## config.mk

```make
export PLATFORM = sky130hd
export DESIGN_NAME = fifo_flags
export DESIGN_NICKNAME = d
export VERILOG_FILES = /design/src/rtl/fifo_pkg.sv /design/src/rtl/fifo_wrap_ptr.sv /design/src/rtl/fifo_flags.sv
export SDC_FILE = /design/constraint.sdc
export NUM_CORES = 1
export LEC_CHECK = 0
export ABC_CLOCK_PERIOD_IN_PS = 2600
export BUFFER_PORTS_ARGS = -buffer_cell sky130_fd_sc_hd__buf_4
export CAP_MARGIN = 20
export CORE_MARGIN = 10
export CORE_UTILIZATION = 45
export CTS_CLUSTER_DIAMETER = 150
export DETAILED_ROUTE_END_ITERATION = 6
export SLEW_MARGIN = 20
export SYNTH_ARGS = -nofsm -noshare
export SYNTH_HDL_FRONTEND = slang
export SYNTH_HIERARCHICAL = 1
export SYNTH_SLANG_ARGS = --single-unit
```

## constraint.sdc

```tcl
create_clock -name clk -period 2.6 [get_ports clk]
set_input_delay 0.26 -clock clk [delete_from_list [all_inputs] [get_ports clk]]
set_output_delay 0.26 -clock clk [all_outputs]
set_load 0.005 [all_outputs]
```

## src/rtl/fifo_pkg.sv

```systemverilog
// ----------------------------------------------------------------------------
// fifo_pkg
//  Shared width helpers for the fifo_flags FIFO and its pointer sub-module.
//   cnt_w(depth)  : bits needed to hold an occupancy of 0..depth
//   ptr_w(depth)  : bits needed to address 0..depth-1 (at least 1)
//   wrap_inc(p,d) : p+1 with explicit wrap from d-1 back to 0
//  Optional feature macro used by fifo_flags: FIFO_FWFT_EN
// ----------------------------------------------------------------------------
package fifo_pkg;

    function automatic int cnt_w(input int depth);
        return $clog2(depth + 1);
    endfunction

    function automatic int ptr_w(input int depth);
        return (depth <= 2) ? 1 : $clog2(depth);
    endfunction

    function automatic int wrap_inc(input int p, input int depth);
        return (p == depth - 1) ? 0 : p + 1;
    endfunction

endpackage

```

## src/rtl/fifo_wrap_ptr.sv

```systemverilog
// ----------------------------------------------------------------------------
// fifo_wrap_ptr
//  Circular address counter for the FIFO. Increments on inc and wraps
//  DEPTH-1 -> 0 by compare-and-clear, so any DEPTH works.
//  Ports:
//   clk  in   clock (rising edge)
//   rst  in   asynchronous active-high reset, pointer -> 0
//   inc  in   advance the pointer this cycle
//   ptr  out  current pointer value [PW-1:0]
// ----------------------------------------------------------------------------
module fifo_wrap_ptr
    import fifo_pkg::*;
#(
    parameter int DEPTH = 8,
    parameter int PW    = ptr_w(DEPTH)
) (
    input  logic          clk,
    input  logic          rst,
    input  logic          inc,
    output logic [PW-1:0] ptr
);

    localparam logic [PW-1:0] LAST = PW'(DEPTH - 1);

    logic [PW-1:0] ptr_reg;

    always_ff @(posedge clk or posedge rst) begin
        if (rst) begin
            ptr_reg <= '0;
        end else if (inc) begin
            ptr_reg <= (ptr_reg == LAST) ? '0 : ptr_reg + PW'(1);
        end
    end

    assign ptr = ptr_reg;

endmodule

```

## src/rtl/fifo_flags.sv

```systemverilog
// ----------------------------------------------------------------------------
// fifo_flags
//  Single-clock FIFO of any DEPTH >= 2 with registered status flags,
//  programmable almost-full / almost-empty thresholds and sticky
//  overflow / underflow error flags.
//  Optional macro FIFO_FWFT_EN selects first-word-fall-through: r_data shows
//  the head word whenever the FIFO is not empty and r_req pops it. Without
//  the macro r_data is loaded one cycle after an accepted read and held
//  otherwise.
//  Ports:
//   clk, rst          clock / asynchronous active-high reset
//   w_req, w_data     write request and data
//   r_req, r_data     read (pop) request and registered read data
//   cnt               number of stored words
//   empty, full       cnt == 0 / cnt == DEPTH
//   almost_empty      cnt <= AE_THR
//   almost_full       cnt >= AF_THR
//   err_clr           clears overflow/underflow (wins over a same-cycle set)
//   overflow          sticky: write attempted while full with no pop
//   underflow         sticky: read attempted while empty
// ----------------------------------------------------------------------------
module fifo_flags
    import fifo_pkg::*;
#(
    parameter int DEPTH  = 8,
    parameter int DATA_W = 16,
    parameter int AF_THR = 6,
    parameter int AE_THR = 2
) (
    input  logic                     clk,
    input  logic                     rst,
    input  logic                     w_req,
    input  logic [DATA_W-1:0]        w_data,
    input  logic                     r_req,
    output logic [DATA_W-1:0]        r_data,
    output logic [cnt_w(DEPTH)-1:0]  cnt,
    output logic                     empty,
    output logic                     full,
    output logic                     almost_empty,
    output logic                     almost_full,
    input  logic                     err_clr,
    output logic                     overflow,
    output logic                     underflow
);

    localparam int CW = cnt_w(DEPTH);
    localparam int PW = ptr_w(DEPTH);

    localparam logic [CW-1:0] FULL_C = CW'(DEPTH);
    localparam logic [CW-1:0] AF_C   = CW'(AF_THR);
    localparam logic [CW-1:0] AE_C   = CW'(AE_THR);

    // Parameter legality, reported at elaboration.
    if (DEPTH < 2) begin : g_bad_depth
        $error("fifo_flags: DEPTH must be >= 2");
    end
    if (AF_THR < 1 || AF_THR > DEPTH) begin : g_bad_af
        $error("fifo_flags: AF_THR must be in 1..DEPTH");
    end
    if (AE_THR < 0 || AE_THR > DEPTH - 1) begin : g_bad_ae
        $error("fifo_flags: AE_THR must be in 0..DEPTH-1");
    end

    logic [DATA_W-1:0] mem [DEPTH];

    logic [PW-1:0]     w_ptr;
    logic [PW-1:0]     r_ptr;
    logic              wr_ok;
    logic              rd_ok;
    logic [CW-1:0]     cnt_reg;
    logic [CW-1:0]     cnt_next;
    logic              empty_reg;
    logic              full_reg;
    logic              almost_empty_reg;
    logic              almost_full_reg;
    logic              overflow_reg;
    logic              underflow_reg;
    logic [DATA_W-1:0] r_data_reg;

    // A write to a full FIFO still succeeds when the same cycle pops a word.
    always_comb begin
        rd_ok = r_req && !empty_reg;
        wr_ok = w_req && (!full_reg || rd_ok);
        case ({wr_ok, rd_ok})
            2'b10:   cnt_next = cnt_reg + CW'(1);
            2'b01:   cnt_next = cnt_reg - CW'(1);
            default: cnt_next = cnt_reg;
        endcase
    end

    fifo_wrap_ptr #(.DEPTH(DEPTH), .PW(PW)) u_w_ptr (
        .clk (clk),
        .rst (rst),
        .inc (wr_ok),
        .ptr (w_ptr)
    );

    fifo_wrap_ptr #(.DEPTH(DEPTH), .PW(PW)) u_r_ptr (
        .clk (clk),
        .rst (rst),
        .inc (rd_ok),
        .ptr (r_ptr)
    );

    // Storage is not reset so it can map onto RAM primitives.
    always_ff @(posedge clk) begin
        if (wr_ok) begin
            mem[w_ptr] <= w_data;
        end
    end

    // Flags are derived from the next count so they change on the same edge.
    always_ff @(posedge clk or posedge rst) begin
        if (rst) begin
            cnt_reg          <= '0;
            empty_reg        <= 1'b1;
            full_reg         <= 1'b0;
            almost_empty_reg <= 1'b1;
            almost_full_reg  <= 1'b0;
            overflow_reg     <= 1'b0;
            underflow_reg    <= 1'b0;
        end else begin
            cnt_reg          <= cnt_next;
            empty_reg        <= (cnt_next == '0);
            full_reg         <= (cnt_next == FULL_C);
            almost_empty_reg <= (cnt_next <= AE_C);
            almost_full_reg  <= (cnt_next >= AF_C);
            overflow_reg     <= err_clr ? 1'b0
                              : (overflow_reg  || (w_req && full_reg && !rd_ok));
            underflow_reg    <= err_clr ? 1'b0
                              : (underflow_reg || (r_req && empty_reg));
        end
    end

`ifdef FIFO_FWFT_EN
    // Preload the word that will be at the head after this edge. When the
    // write lands exactly at the new head (FIFO empty after any pop), the
    // incoming data is forwarded because it is not yet in the array.
    logic [PW-1:0]     r_ptr_next;
    logic [DATA_W-1:0] head_next;

    always_comb begin
        r_ptr_next = rd_ok ? PW'(wrap_inc(int'(r_ptr), DEPTH)) : r_ptr;
        if (wr_ok && (w_ptr == r_ptr_next)) begin
            head_next = w_data;
        end else begin
            head_next = mem[r_ptr_next];
        end
    end

    always_ff @(posedge clk or posedge rst) begin
        if (rst) begin
            r_data_reg <= '0;
        end else if (cnt_next != '0) begin
            r_data_reg <= head_next;
        end
    end
`else
    always_ff @(posedge clk or posedge rst) begin
        if (rst) begin
            r_data_reg <= '0;
        end else if (rd_ok) begin
            r_data_reg <= mem[r_ptr];
        end
    end
`endif

    assign r_data       = r_data_reg;
    assign cnt          = cnt_reg;
    assign empty        = empty_reg;
    assign full         = full_reg;
    assign almost_empty = almost_empty_reg;
    assign almost_full  = almost_full_reg;
    assign overflow     = overflow_reg;
    assign underflow    = underflow_reg;

endmodule

```

# --- After elaboration in Yosys (flattened, before gate mapping) ---
# Memories as Yosys holds them, arrays and structs flattened. A register that Yosys moved wholly into a read port is not among the register bits.
# Index checks and enable logic that the tools add are counted.
op_classes:
  n_eq_ne: 5
  reduce_logical: 12
  add_sub_neg: 4
  n_mux: 7
  magnitude_cmp: 2
op_table:
  columns: ["operator", "count"]
  rows:
  - ["case mux 4 bit (2 select lines)", 1]
  - ["adder 3 x 1 -> 3 bit, second input constant", 2]
  - ["== test 3 bit, second input constant", 2]
  - ["2-to-1 mux 3 bit", 2]
  - ["logical AND 1 bit", 5]
  - ["adder 4 x 1 -> 4 bit, second input constant", 1]
  - ["== test 4 bit, second input constant", 1]
  - [">= comparator 4 x 3 -> 1 bit, second input constant", 1]
  - ["<= comparator 4 x 2 -> 1 bit, second input constant", 1]
  - ["logical NOT 4 bit", 1]
  - ["2-to-1 mux 1 bit", 4]
  - ["subtractor 4 x 1 -> 4 bit, second input constant", 1]
  - ["logical NOT 1 bit", 3]
  - ["logical OR 1 bit", 3]
  - ["== test 2 x 1 -> 1 bit, second input constant", 1]
  - ["== test 2 bit, second input constant", 1]
totals:
  n_memories: 1
  ram_bits: 128
  word_cells: 40
  regBits: 16
mem_list:
  columns: ["memory", "words", "width", "rd", "rd_ports_with_merged_regs", "write_ports", "line_no", "text"]
  rows:
  - ["mem", 8, 16, 1, 1, 1, "fifo_flags.sv:64", "logic [DATA_W-1:0] mem [DEPTH];"]

# --- Logic depth before layout (Yosys ltp) ---
# Gate-level depths: netlist of run 1.
logic_depth:
  ltp_word: 7
  depth_mapped: 11

# --- Hierarchy ---
# The synthesis of run 1 kept the hierarchy.
by_module_without_submodules:
  columns: ["module", "instances", "area_each_um2", "cells_per_inst"]
  rows:
  - ["fifo_flags", 1, 6052.1, 307]
  - ["fifo_wrap_ptr", 2, 143.9, 12]

# --- Worst setup path after synthesis of run 1 ---
# No wires, ideal clock.
synth_path:
  path_kind: "flip-flop to flip-flop"
  from: "reg empty_reg (netlist: empty)"
  to: "mem mem[0][0], enable pin"
  path_slack_ns: -0.246
  arrival_ns: 2.415
  setup_ns: 0.430
  synth_period_minus_slack_ns: 2.846
  stages_incl_launch_ff: 6
  cell_sequence: "dfstp_2 nand2b_1 buf_2 nand2_1 nand2_1 nor4_1"
synth_between:
  elab_chain_cells: 6
synth_lines:
  columns: ["element", "line_no", "text"]
  rows:
  - ["start: declaration", "fifo_flags.sv:72", "logic empty_reg;"]
  - ["start signal: assignment", "fifo_flags.sv:124", "empty_reg <= (cnt_next == '0);"]
  - ["logical NOT 1 bit", "fifo_flags.sv:82", "rd_ok = r_req && !empty_reg;"]
  - ["logical AND 1 bit", "fifo_flags.sv:82", null]
  - ["logical OR 1 bit", "fifo_flags.sv:83", "wr_ok = w_req && (!full_reg || rd_ok);"]
  - ["logical AND 1 bit", "fifo_flags.sv:83", null]
  - ["2-to-1 mux 1 bit", "fifo_flags.sv:107", "if (wr_ok) begin"]
  - ["2-to-1 mux 1 bit (not written as such)", "fifo_flags.sv:108", "mem[w_ptr] <= w_data;"]
  - ["end: declaration", "fifo_flags.sv:64", null]
# Every way passes these cells.

# --- Worst setup path in the final report of run 1 ---
layout_path:
  from: "reg empty_reg (netlist: empty)"
  to: "reg almost_full_reg (netlist: almost_full)"
layout_between:
  elab_chain_cells: 7
layout_lines:
  columns: ["element", "line_no", "text"]
  rows:
  - ["logical NOT 1 bit *", "fifo_flags.sv:82", null]
  - ["logical AND 1 bit *", "fifo_flags.sv:82", null]
  - ["named net rd_ok", "fifo_flags.sv:69", "logic rd_ok;"]
  - ["logical OR 1 bit", "fifo_flags.sv:83", null]
  - ["logical AND 1 bit", "fifo_flags.sv:83", null]
  - ["== test 2 x 1 -> 1 bit / == test 2 bit (equally long branches)", "fifo_flags.sv:84", "case ({wr_ok, rd_ok})"]
  - ["case mux 4 bit (2 select lines) *", "fifo_flags.sv:84", null]
  - ["named net cnt_next[2]", "fifo_flags.sv:71", "logic [CW-1:0] cnt_next;"]
  - [">= comparator 4 x 3 -> 1 bit *", "fifo_flags.sv:127", "almost_full_reg <= (cnt_next >= AF_C);"]
  - ["end signal: assignment", "fifo_flags.sv:127", null]
  - ["end: declaration", "fifo_flags.sv:75", "logic almost_full_reg;"]
# The timed path passes the listed nets; every way through them passes the cells marked *.
# A chain may end at the register's enable or synchronous reset.

==> results of run 1 <==
## cells in the final DEF (no fill, tap or decap), types with 2 or more instances in the layout
master / n
nor2b_1: 4
clkinvlp_4: 4
buf_4: 69
edfxtp_1: 128
xnor2_1: 2
dfrtp_1: 29
clkbuf_16: 17
clkinv_1: 2
a21oi_1: 3
nor2_1: 12
mux2i_1: 17
mux4_2: 22
inv_1: 7
nor3_2: 4
mux4_1: 10
nand2b_1: 3
ha_1: 7
inv_6: 3
dlygate4sd3_1: 2
nor4_1: 2
nand2_1: 24
clkinv_2: 3
o22ai_1: 2
dfstp_2: 2
bufinv_16: 2
a21o_1: 2
nand3_1: 2
mux2_2: 4
o21ai_1: 16
## through the flow
| step | utilization [%] | instances | hold slack (ps) |
|---|---|---|---|
| 6_report | 54.9 | 599 | 74.0 |
| 5_1_grt | 54.9 | 599 | 64.0 |
| 4_1_cts | 54.9 | 599 | 59.0 |
| 3_5_place_dp | 50.6 | 565 | 160 |
| 3_3_place_gp | 50.6 | 565 | 158 |
| 2_1_floorplan | - | 331 | 13.6 |
## per-layer routing
layer / vias to the layer above / track usage (%) / wire [um]
met1: 1625 / 16.5 / 5410
met5: - / 0 / 0
met3: 15 / 3.90 / 456
li1: 1458 / - / -
met4: 0 / 4.89 / 147
met2: 56 / 21.0 / 6080
## report_power, final
part	internal (W)	total [W]	switching, W
combinational	0.00128	0.00245	0.00118
clock	0.00141	0.00237	0.000966
sequential	0.00333	0.00369	0.000364
## critical path, cell delays in order (launching register included)
cell	delay [ps]
dfstp_2	540
nand2b_1	190
inv_1	150
ha_1	270
xor2_1	180
ha_1	200
a21oi_2	110
mux2i_1	220
xnor2_1	160
a211o_1	290
## cell families (layout without fill, tap and decap cells)
kind of cell	count (synthesis)	in the layout	synth area share [%]
AOI/OAI and AO/OA	30	30	2.88
xor gates and xnor gates	3	3	0.415
adders and majority gates	7	7	1.38
buffers and inverters	23	111	2.64
DFF	160	160	73.3
muxes	53	53	15.4
and+or+nand+nor	55	55	4.03
## final timing paths
| kind | start | endpoint | slack [ps] | cells after the start |
|---|---|---|---|---|
| setup / recovery | empty | almost_full | 170 | 9 |
| hold / removal | w_data[11] | mem[4][11] | 70 | 1 |
| min in group asynchronous | rst | u_r_ptr/ptr[2] | 280 | 3 |
| max in group asynchronous | rst | empty | 1430 | 4 |
| setup reg to reg | empty | almost_full | 170 | 9 |
| hold reg to reg | r_data[5] | r_data[5] | 490 | 2 |
## area by class of cell
class                   instances  area [sq um]
fillers                      1077          6240
flip-flops and latches        160          4650
multi-input cells             148          1560
repair buffers                 72           558
clock buffers                  18           429
well taps                     180           225
clock inverters                14           139
inverters                       7          26.3
## what timing repair did
item                                   4_1_cts  5_1_grt
endpoints found under the hold margin       19        0
hold buffers                                 2        0
buffers inserted                             0        0
==> flow_summary.json, run 1 <==
{
  "first_pass_iters": 4,
  "clk_latency_ps": 420,
  "hpwl_um": 7730,
  "cp_max_fo": 6,
  "synth-main-ff-cell": "edfxtp_1",
  "grt_usage_pct": 13.1,
  "finalCriticalPeriod_ps": 2430,
  "synth_nets": 359,
  "synth-edff-count": 128,
  "route.detailed.drc": 0,
  "startpoint_type": "register",
  "period_share_pct": 93.6,
  "wire_per_inst_um": 20.2,
  "synth_top_area_cell": "edfxtp_1",
  "antenna_found_initial": 0,
  "cts-root-buf": "clkbuf_16",
  "finalInstanceArea_sq_um": 7590,
  "synth.area.top_cells": "edfxtp_1 (61%), dfrtp_1 (12%), mux4_2 (7.8%)",
  "place_congestion": 0.775,
  "io_pins": 47,
  "fin_tns_setup_ps": 0,
  "drive_gt1_share_pct": 32.5,
  "ant_nets": 0,
  "skew_ps": 7.67,
  "viasPerCell": 5.27,
  "crit_path_end_kind": "register",
  "setup_viol": 0,
  "cts_tree": "built",
  "fmax_mhz": 411,
  "synth_warnings": 6,
  "grt_setup_unrepaired": "no",
  "clockBufferDepth": 2,
  "synthArstFlopShare_pct": 20.0,
  "drt_iter0_markers": 179,
  "vias": 3154,
  "place_ws_ps": 188,
  "post_cts_resized": 0,
  "layout_setup_ws_ps": 166,
  "p_per_area_nw_per_um2": 1120,
  "fp.dieH_um": 139,
  "initial_core_util_pct": 45.9,
  "worst-endpoint-arrival_ps": 2730,
  "port-buffer-count": 46,
  "synth_common_cells": "edfxtp_1 (128), dfrtp_1 (30), nand2_1 (24), mux4_2 (22), mux2i_1 (17)",
  "synth_seq_cells": 160,
  "grt_max_degree": 35,
  "wl_um": 12100,
  "core.rowCount": 43,
  "clock_sinks": 160,
  "crit_type": "register to register",
  "diodes": 0,
  "worst_pin_slew_ps": 947,
  "dieArea_sq_um": 19200,
  "cap_violations": 0,
  "p_total_w": 0.00852,
  "clkSlewWorstSetupHoldPaths_ps": 60,
  "outcome": "finished clean",
  "first_global_vias": 3413,
  "grt_pass1_wl_um": 19600,
  "ir_drop_v": 0.000479,
  "largest_reg_flops": 128,
  "grt-ovfl-total": 0,
  "syn_area_sq_um": 6340,
  "hp-class": "input port to register",
  "ys_seq_area_share_pct": 73.3,
  "ctsHtreeMaxLevel": 4,
  "core_region_area_sq_um": 13800,
  "critPathRequiredTime_ps": 2900,
  "slew_headroom_pct": 36.7,
  "synth_most_common_cell": "edfxtp_1",
  "avgSynthCellArea_sq_um": 19.2,
  "hold_viol": 0,
  "slew_viol_final": 0,
  "ys_types": 40,
  "nNetsFinal": 434,
  "netlist.area_leader.share_pct": 60.6,
  "postPlaceCellArea_sq_um": 7000,
  "area_growth_pct": 19.7,
  "p_leak_nw": 2.81,
  "cts_buffers": 17,
  "syn_inst": 331,
  "die_w_um": 139
}
Power figures use the tool's default switching activity.
==> run 2: changes to the inputs <==
- SYNTH_HIERARCHICAL: 1 -> default
==> run 2 against run 1 <==
Non-clock buffer count up 3. Worst setup slack worse by 41 ps. Maximum frequency shrank 1.7%. Critical endpoint is now full.
==> flow_summary.json, run 2 <==
{
  "outcome": "finished clean",
  "clockBufferDepth": 2,
  "clkSlewWorstSetupHoldPaths_ps": 60,
  "finalCriticalPeriod_ps": 2470,
  "skew_ps": 6.99,
  "grt_setup_unrepaired": "yes",
  "synth_most_common_cell": "edfxtp_1",
  "instances_no_fill": 608,
  "clkPwrFrac_pct": 29.8,
  "ir_drop_v": 0.000564,
  "synth-main-ff-cell": "edfxtp_1",
  "internal-power_w": 0.00641,
  "p_sw_share_pct": 28.4,
  "worst-endpoint-arrival_ps": 2810,
  "first_global_vias": 3359,
  "n_fill_cell": 1046,
  "path_delay_family": "compound AO/OA/AOI/OAI gates",
  "worst_path_largest_cell_delay_ps": 540,
  "timing.rr.end": "full",
  "synth_top_area_cell": "edfxtp_1",
  "ys_types": 41,
  "ant_nets": 0,
  "dp_cells": 574,
  "io_pins": 47,
  "synth_seq_cells": 160,
  "grt_usage_pct": 13.2,
  "slew_viol_final": 0,
  "hold_viol": 0,
  "cp_max_fo": 7,
  "syn_area_sq_um": 6330,
  "synth_warnings": 0,
  "path_buf_inv": 0,
  "worst_pin_slew_ps": 550,
  "fmax_mhz": 404,
  "dieArea_sq_um": 19200,
  "fp.dieH_um": 139,
  "ctsHtreeMaxLevel": 4,
  "route.detailed.drc": 0,
  "r2r_cells": 8,
  "setup_viol": 0,
  "synth-edff-count": 128,
  "crit_path_frequent_cell": "nand2_1",
  "drive_gt1_share_pct": 36.0,
  "place_ws_ps": 109,
  "pwr-share-comb_pct": 28.6,
  "clock_sinks": 160,
  "pwr-share-seq_pct": 41.6,
  "grt-ovfl-total": 0,
  "grt_max_degree": 35,
  "crit_type": "register to register",
  "avgSynthCellArea_sq_um": 18.7,
  "synth_common_cells": "edfxtp_1 (128), mux4_2 (32), dfrtp_1 (30), nand2_1 (22), o21ai_0 (18)",
  "nNetsFinal": 443,
  "area_growth_pct": 22.3,
  "path_cells": "nand2b_1, nand2_1, nand2_1, ha_2, or3b_1, o211a_2, a2111o_1, a211oi_2",
  "core_region_area_sq_um": 13800,
  "slew_headroom_pct": 63.0,
  "diodes": 0,
  "place_congestion": 0.783,
  "first_pass_iters": 4,
  "holdPathStages": 1,
  "wire_per_inst_um": 20.1,
  "p_per_area_nw_per_um2": 1160,
  "multiInputGateArea_sq_um": 1650,
  "antenna_found_initial": 0,
  "worstReg2RegStart": "empty",
  "ys_seq_area_share_pct": 73.4,
  "wl_um": 12200,
  "min_to": "mem[6][0]",
  "period_share_pct": 95.2,
  "postPlaceCellArea_sq_um": 7060,
  "crit_path_end_kind": "register",
  "clk_latency_ps": 420,
  "netlist.area_leader.share_pct": 60.7,
  "final_common_cell": "edfxtp_1",
  "finalInstanceArea_sq_um": 7740,
  "cts-root-buf": "clkbuf_16",
  "slowest_stage": "dfstp_2",
  "grt_pass1_wl_um": 19300,
  "p_leak_nw": 2.82,
  "core.rowCount": 43,
  "cap_violations": 0,
  "largest_reg_flops": 128,
  "vias": 3252,
  "synth.area.top_cells": "edfxtp_1 (61%), dfrtp_1 (12%), mux4_2 (11%)",
  "min-delay-start": "w_data[0]",
  "synth_nets": 367,
  "die_w_um": 139,
  "register_area_sq_um": 4650,
  "initial_core_util_pct": 45.8,
  "startpoint_type": "register",
  "cts_buffers": 17,
  "drt_iter0_markers": 186,
  "r2r_slack_ps": 130,
  "hpwl_um": 7800,
  "syn_inst": 339,
  "port-buffer-count": 46,
  "viasPerCell": 5.35,
  "hp-class": "input port to register",
  "cts_setup_buffers": 0,
  "synthArstFlopShare_pct": 20.0,
  "layout_setup_ws_ps": 125,
  "final_cell_mix": "edfxtp_1 (128), buf_4 (73), mux4_2 (32), dfrtp_1 (29), nand2_1 (22)",
  "netSwitchingPower_w": 0.00255,
  "critPathRequiredTime_ps": 2930,
  "cts_tree": "built"
}
==> run 2: cell count changes after synthesis, moves of 3 or more <==
cell      previous run  this run
nor2_1              12         8
o21ai_1             16         0
mux4_2              22        32
inv_1                7         4
mux4_1              10         0
o21ai_0              1        18
clkbuf_1             1         8
nor3_1               4         7
==> run 2: per-stage QoR <==
stage | util, % | setup TNS (ps) | power [W] | hold WS (ps)
after floorplan | - | -43.0 | 0.00537 | 326
after global placement | 51.1 | 0 | 0.00634 | 415
after detailed placement | 51.1 | 0 | 0.00638 | 413
after CTS | 55.8 | 0 | 0.00906 | 49.8
after global routing | 56.0 | -15.9 | 0.00948 | 56.2
final | 56.0 | 0 | 0.00896 | 68.4
==> run 2: metal layers <==
metal	up-vias	track usage, %	part of all wire (%)	routed length (um)
li1	1503	-	-	-
met1	1662	16.9	46	5590
met2	76	20.6	48	5880
met3	11	4.73	4.8	582
met4	0	4.16	1.2	142
met5	-	0	0	0
==> run 2: worst max path at each step <==
| stage | start | to | cells after the start |
|---|---|---|---|
| final | empty | full | 8 |
| after global routing | empty | full | 8 |
| after CTS | empty | almost_full | 10 |
| after detailed placement | empty | almost_full | 10 |
| after global placement | empty | almost_full | 10 |
| after floorplan | empty | almost_full | 11 |
==> run 2: kinds of logic (layout without fill, tap and decap cells) <==
kind of cell / Yosys count / count (layout) / share of synthesized area [%]
DFF: 160 / 160 / 73.4
and+or+nand+nor: 55 / 55 / 4.27
muxes: 54 / 54 / 15.0
AOI/OAI and AO/OA: 38 / 38 / 4.09
buffers and inverters: 22 / 111 / 1.46
adders and majority gates: 7 / 7 / 1.38
xor gates and xnor gates: 3 / 3 / 0.415
==> run 2: final cells by class <==
cell class                      instances  area share [%]
Sequential cell                       160            60.0
Timing Repair Buffer                   75            7.34
Multi-Input combinational cell        157            21.3
Tap cell                              180            2.91
Clock buffer                           21            5.82
Clock inverter                         11            2.44
Inverter                                4           0.194
==> run 2: what timing repair did <==
action / in CTS / in global routing
setup endpoints to repair: 0 / 4
hold buffers: 2 / 0
endpoints found under the hold margin: 32 / 0
gates resized for setup: 0 / 4
==> run 2: worst reg2reg max path, delay by kind of cell (launching register included) <==
family	cells	cell delay, ps
AOI/OAI and AO/OA	3	800
and+or+nand+nor	4	800
DFF	1	540
adders and majority gates	1	260
==> run 2: power by group through the flow <==
stage	sequential, W	clock [W]	combinational [W]
after CTS	0.00374	0.00272	0.00260
after global routing	0.00380	0.00285	0.00283
after floorplan	0.00360	0	0.00177
after global placement	0.00376	0	0.00258
after detailed placement	0.00378	0	0.00260
final	0.00373	0.00267	0.00256
==> run 3: changes to the inputs <==
- CORE_MARGIN: 10 -> 3
==> run 3 against run 2 <==
Non-clock buffer count fell by 7. First-iteration DRC count rose by 70%. Critical endpoint is now almost_full. Sequential power rose by 2%. Utilization rose by 1.4 points. Worst setup slack improved by 57 ps. Clock skew barely moved. Worst hold slack improved by 7.7 ps.
==> flow_summary.json, run 3 (same netlist as run 2, synthesis figures left out) <==
{
  "outcome": "finished clean",
  "fp.dieH_um": 125,
  "clkSlewWorstSetupHoldPaths_ps": 60,
  "die_w_um": 125,
  "finalInstanceArea_sq_um": 7760,
  "place_congestion": 0.766,
  "clkPwrFrac_pct": 29.6,
  "drt_iter0_markers": 316,
  "ir_drop_v": 0.000677,
  "nNetsFinal": 436,
  "cts-root-buf": "clkbuf_16",
  "skew_ps": 7.20,
  "critPathRequiredTime_ps": 2900,
  "worst-endpoint-arrival_ps": 2710,
  "core_region_area_sq_um": 13500,
  "internal-power_w": 0.00644,
  "pwr-share-seq_pct": 42.2,
  "p_total_w": 0.00900,
  "pwr-share-comb_pct": 28.2,
  "final_common_cell": "edfxtp_1",
  "dieArea_sq_um": 15500,
  "diodes": 0,
  "cp_max_fo": 8,
  "busiest_layer": "met2",
  "io_pins": 47,
  "gr-usage-met2_pct": 26.1,
  "crit_type": "register to register",
  "hpwl_um": 7380,
  "hp-class": "input port to register",
  "cap_violations": 0,
  "grt_pass1_wl_um": 19400,
  "grt_setup_unrepaired": "no",
  "final_cell_mix": "edfxtp_1 (128), buf_4 (61), mux4_2 (32), dfrtp_1 (29), nand2_1 (21)",
  "startpoint_type": "register",
  "wire_per_inst_um": 19.8,
  "ctsHtreeMaxLevel": 4,
  "netSwitchingPower_w": 0.00256,
  "core.rowCount": 42,
  "port-buffer-count": 46,
  "p_sw_share_pct": 28.5,
  "wl_um": 11800,
  "slew_headroom_pct": 43.8,
  "vias": 3224,
  "met3_usage_pct": 4.89,
  "grt-ovfl-total": 0,
  "n_fill_cell": 1025,
  "cts_tree": "built",
  "antenna_found_initial": 0,
  "fmax_mhz": 414,
  "place_ws_ps": 46.5,
  "path_cells": "nand2b_4, nand2_1, nand2_2, ha_4, xor2_1, ha_1, a21oi_1, mux2i_1, xnor2_2, a221o_1",
  "first_pass_iters": 4,
  "cts_buffers": 17,
  "clock_sinks": 160,
  "period_share_pct": 93.0,
  "route.detailed.drc": 0,
  "hold_viol": 0,
  "slowest_stage": "dfstp_2",
  "worst_pin_slew_ps": 843,
  "slew_viol_final": 0,
  "initial_core_util_pct": 46.9,
  "area_growth_pct": 22.5,
  "grt_use_met1_pct": 22.1,
  "grt_max_degree": 31,
  "clk_latency_ps": 410,
  "layout_setup_ws_ps": 182,
  "clockBufferDepth": 2,
  "viasPerCell": 5.40,
  "worst_path_largest_cell_delay_ps": 550,
  "grt_usage_pct": 16.4,
  "p_per_area_nw_per_um2": 1160,
  "whs_ps": 76.1,
  "cts_setup_buffers": 0,
  "finalCriticalPeriod_ps": 2420,
  "ant_nets": 0,
  "crit_path_end_kind": "register",
  "first_global_vias": 3438,
  "setup_viol": 0,
  "p_leak_nw": 2.80,
  "drive_gt1_share_pct": 35.2,
  "postPlaceCellArea_sq_um": 7070,
  "largest_reg_flops": 128
}
[run 3: final cells by class]
class	instances	area, sq um	share of cell area, %
clock buffer	21	450	5.81
clock inverter	11	186	2.40
inverter	4	15.0	0.194
multi-input combinational	157	1660	21.4
sequential	160	4650	59.9
tap	176	220	2.84
timing repair buffer	68	578	7.45
[run 3: repair_timing]
item	in CTS	in global routing
endpoints found under the setup margin	0	4
resized for setup	0	6
endpoints found under the hold margin	9	0
hold buffers	2	0
[run 3: stage by stage]
stage	setup TNS, ps	util, %	instances
2_1_floorplan	-43.0	-	339
3_3_place_gp	0	52.3	563
3_5_place_dp	0	52.3	563
4_1_cts	0	57.2	597
5_1_grt	0	57.4	597
6_report	0	57.4	597
[run 3: layer usage]
metal | wire [um] | vias up
met4 | 102 | 0
met5 | 0 | -
li1 | - | 1495
met3 | 364 | 7
met1 | 5400 | 1668
met2 | 5950 | 54
[run 3: path summary, 6_finish.rpt]
kind / cells past startpoint / from / slack [ps] / endpoint
worst max-delay path: 10 / empty / 180 / almost_full
worst max register to register: 10 / empty / 180 / almost_full
max in group asynchronous: 4 / rst / 1490 / empty
min in group asynchronous: 3 / rst / 370 / r_data[2]
worst min-delay path: 1 / w_data[10] / 80 / mem[7][10]
worst min register to register: 2 / r_data[12] / 480 / r_data[12]
[run 3: worst max-delay path: cells and delay by family, from the launching register on]
kind                     cells  cell delay [ps]
flip-flops                   1              550
XOR/XNOR                     2              240
AO/OA/AOI/OAI                2              470
multiplexers                 1              330
AND/OR/NAND/NOR              3              340
adder cells (fa/ha/maj)      2              370
[run 3: power groups by stage]
stage                     sequential (W)  combinational (W)  clock [W]
after floorplan                  0.00360            0.00177          0
after global placement           0.00384            0.00251          0
after detailed placement         0.00386            0.00254          0
after CTS                        0.00382            0.00255    0.00271
after global routing             0.00388            0.00279    0.00284
final                            0.00380            0.00254    0.00266
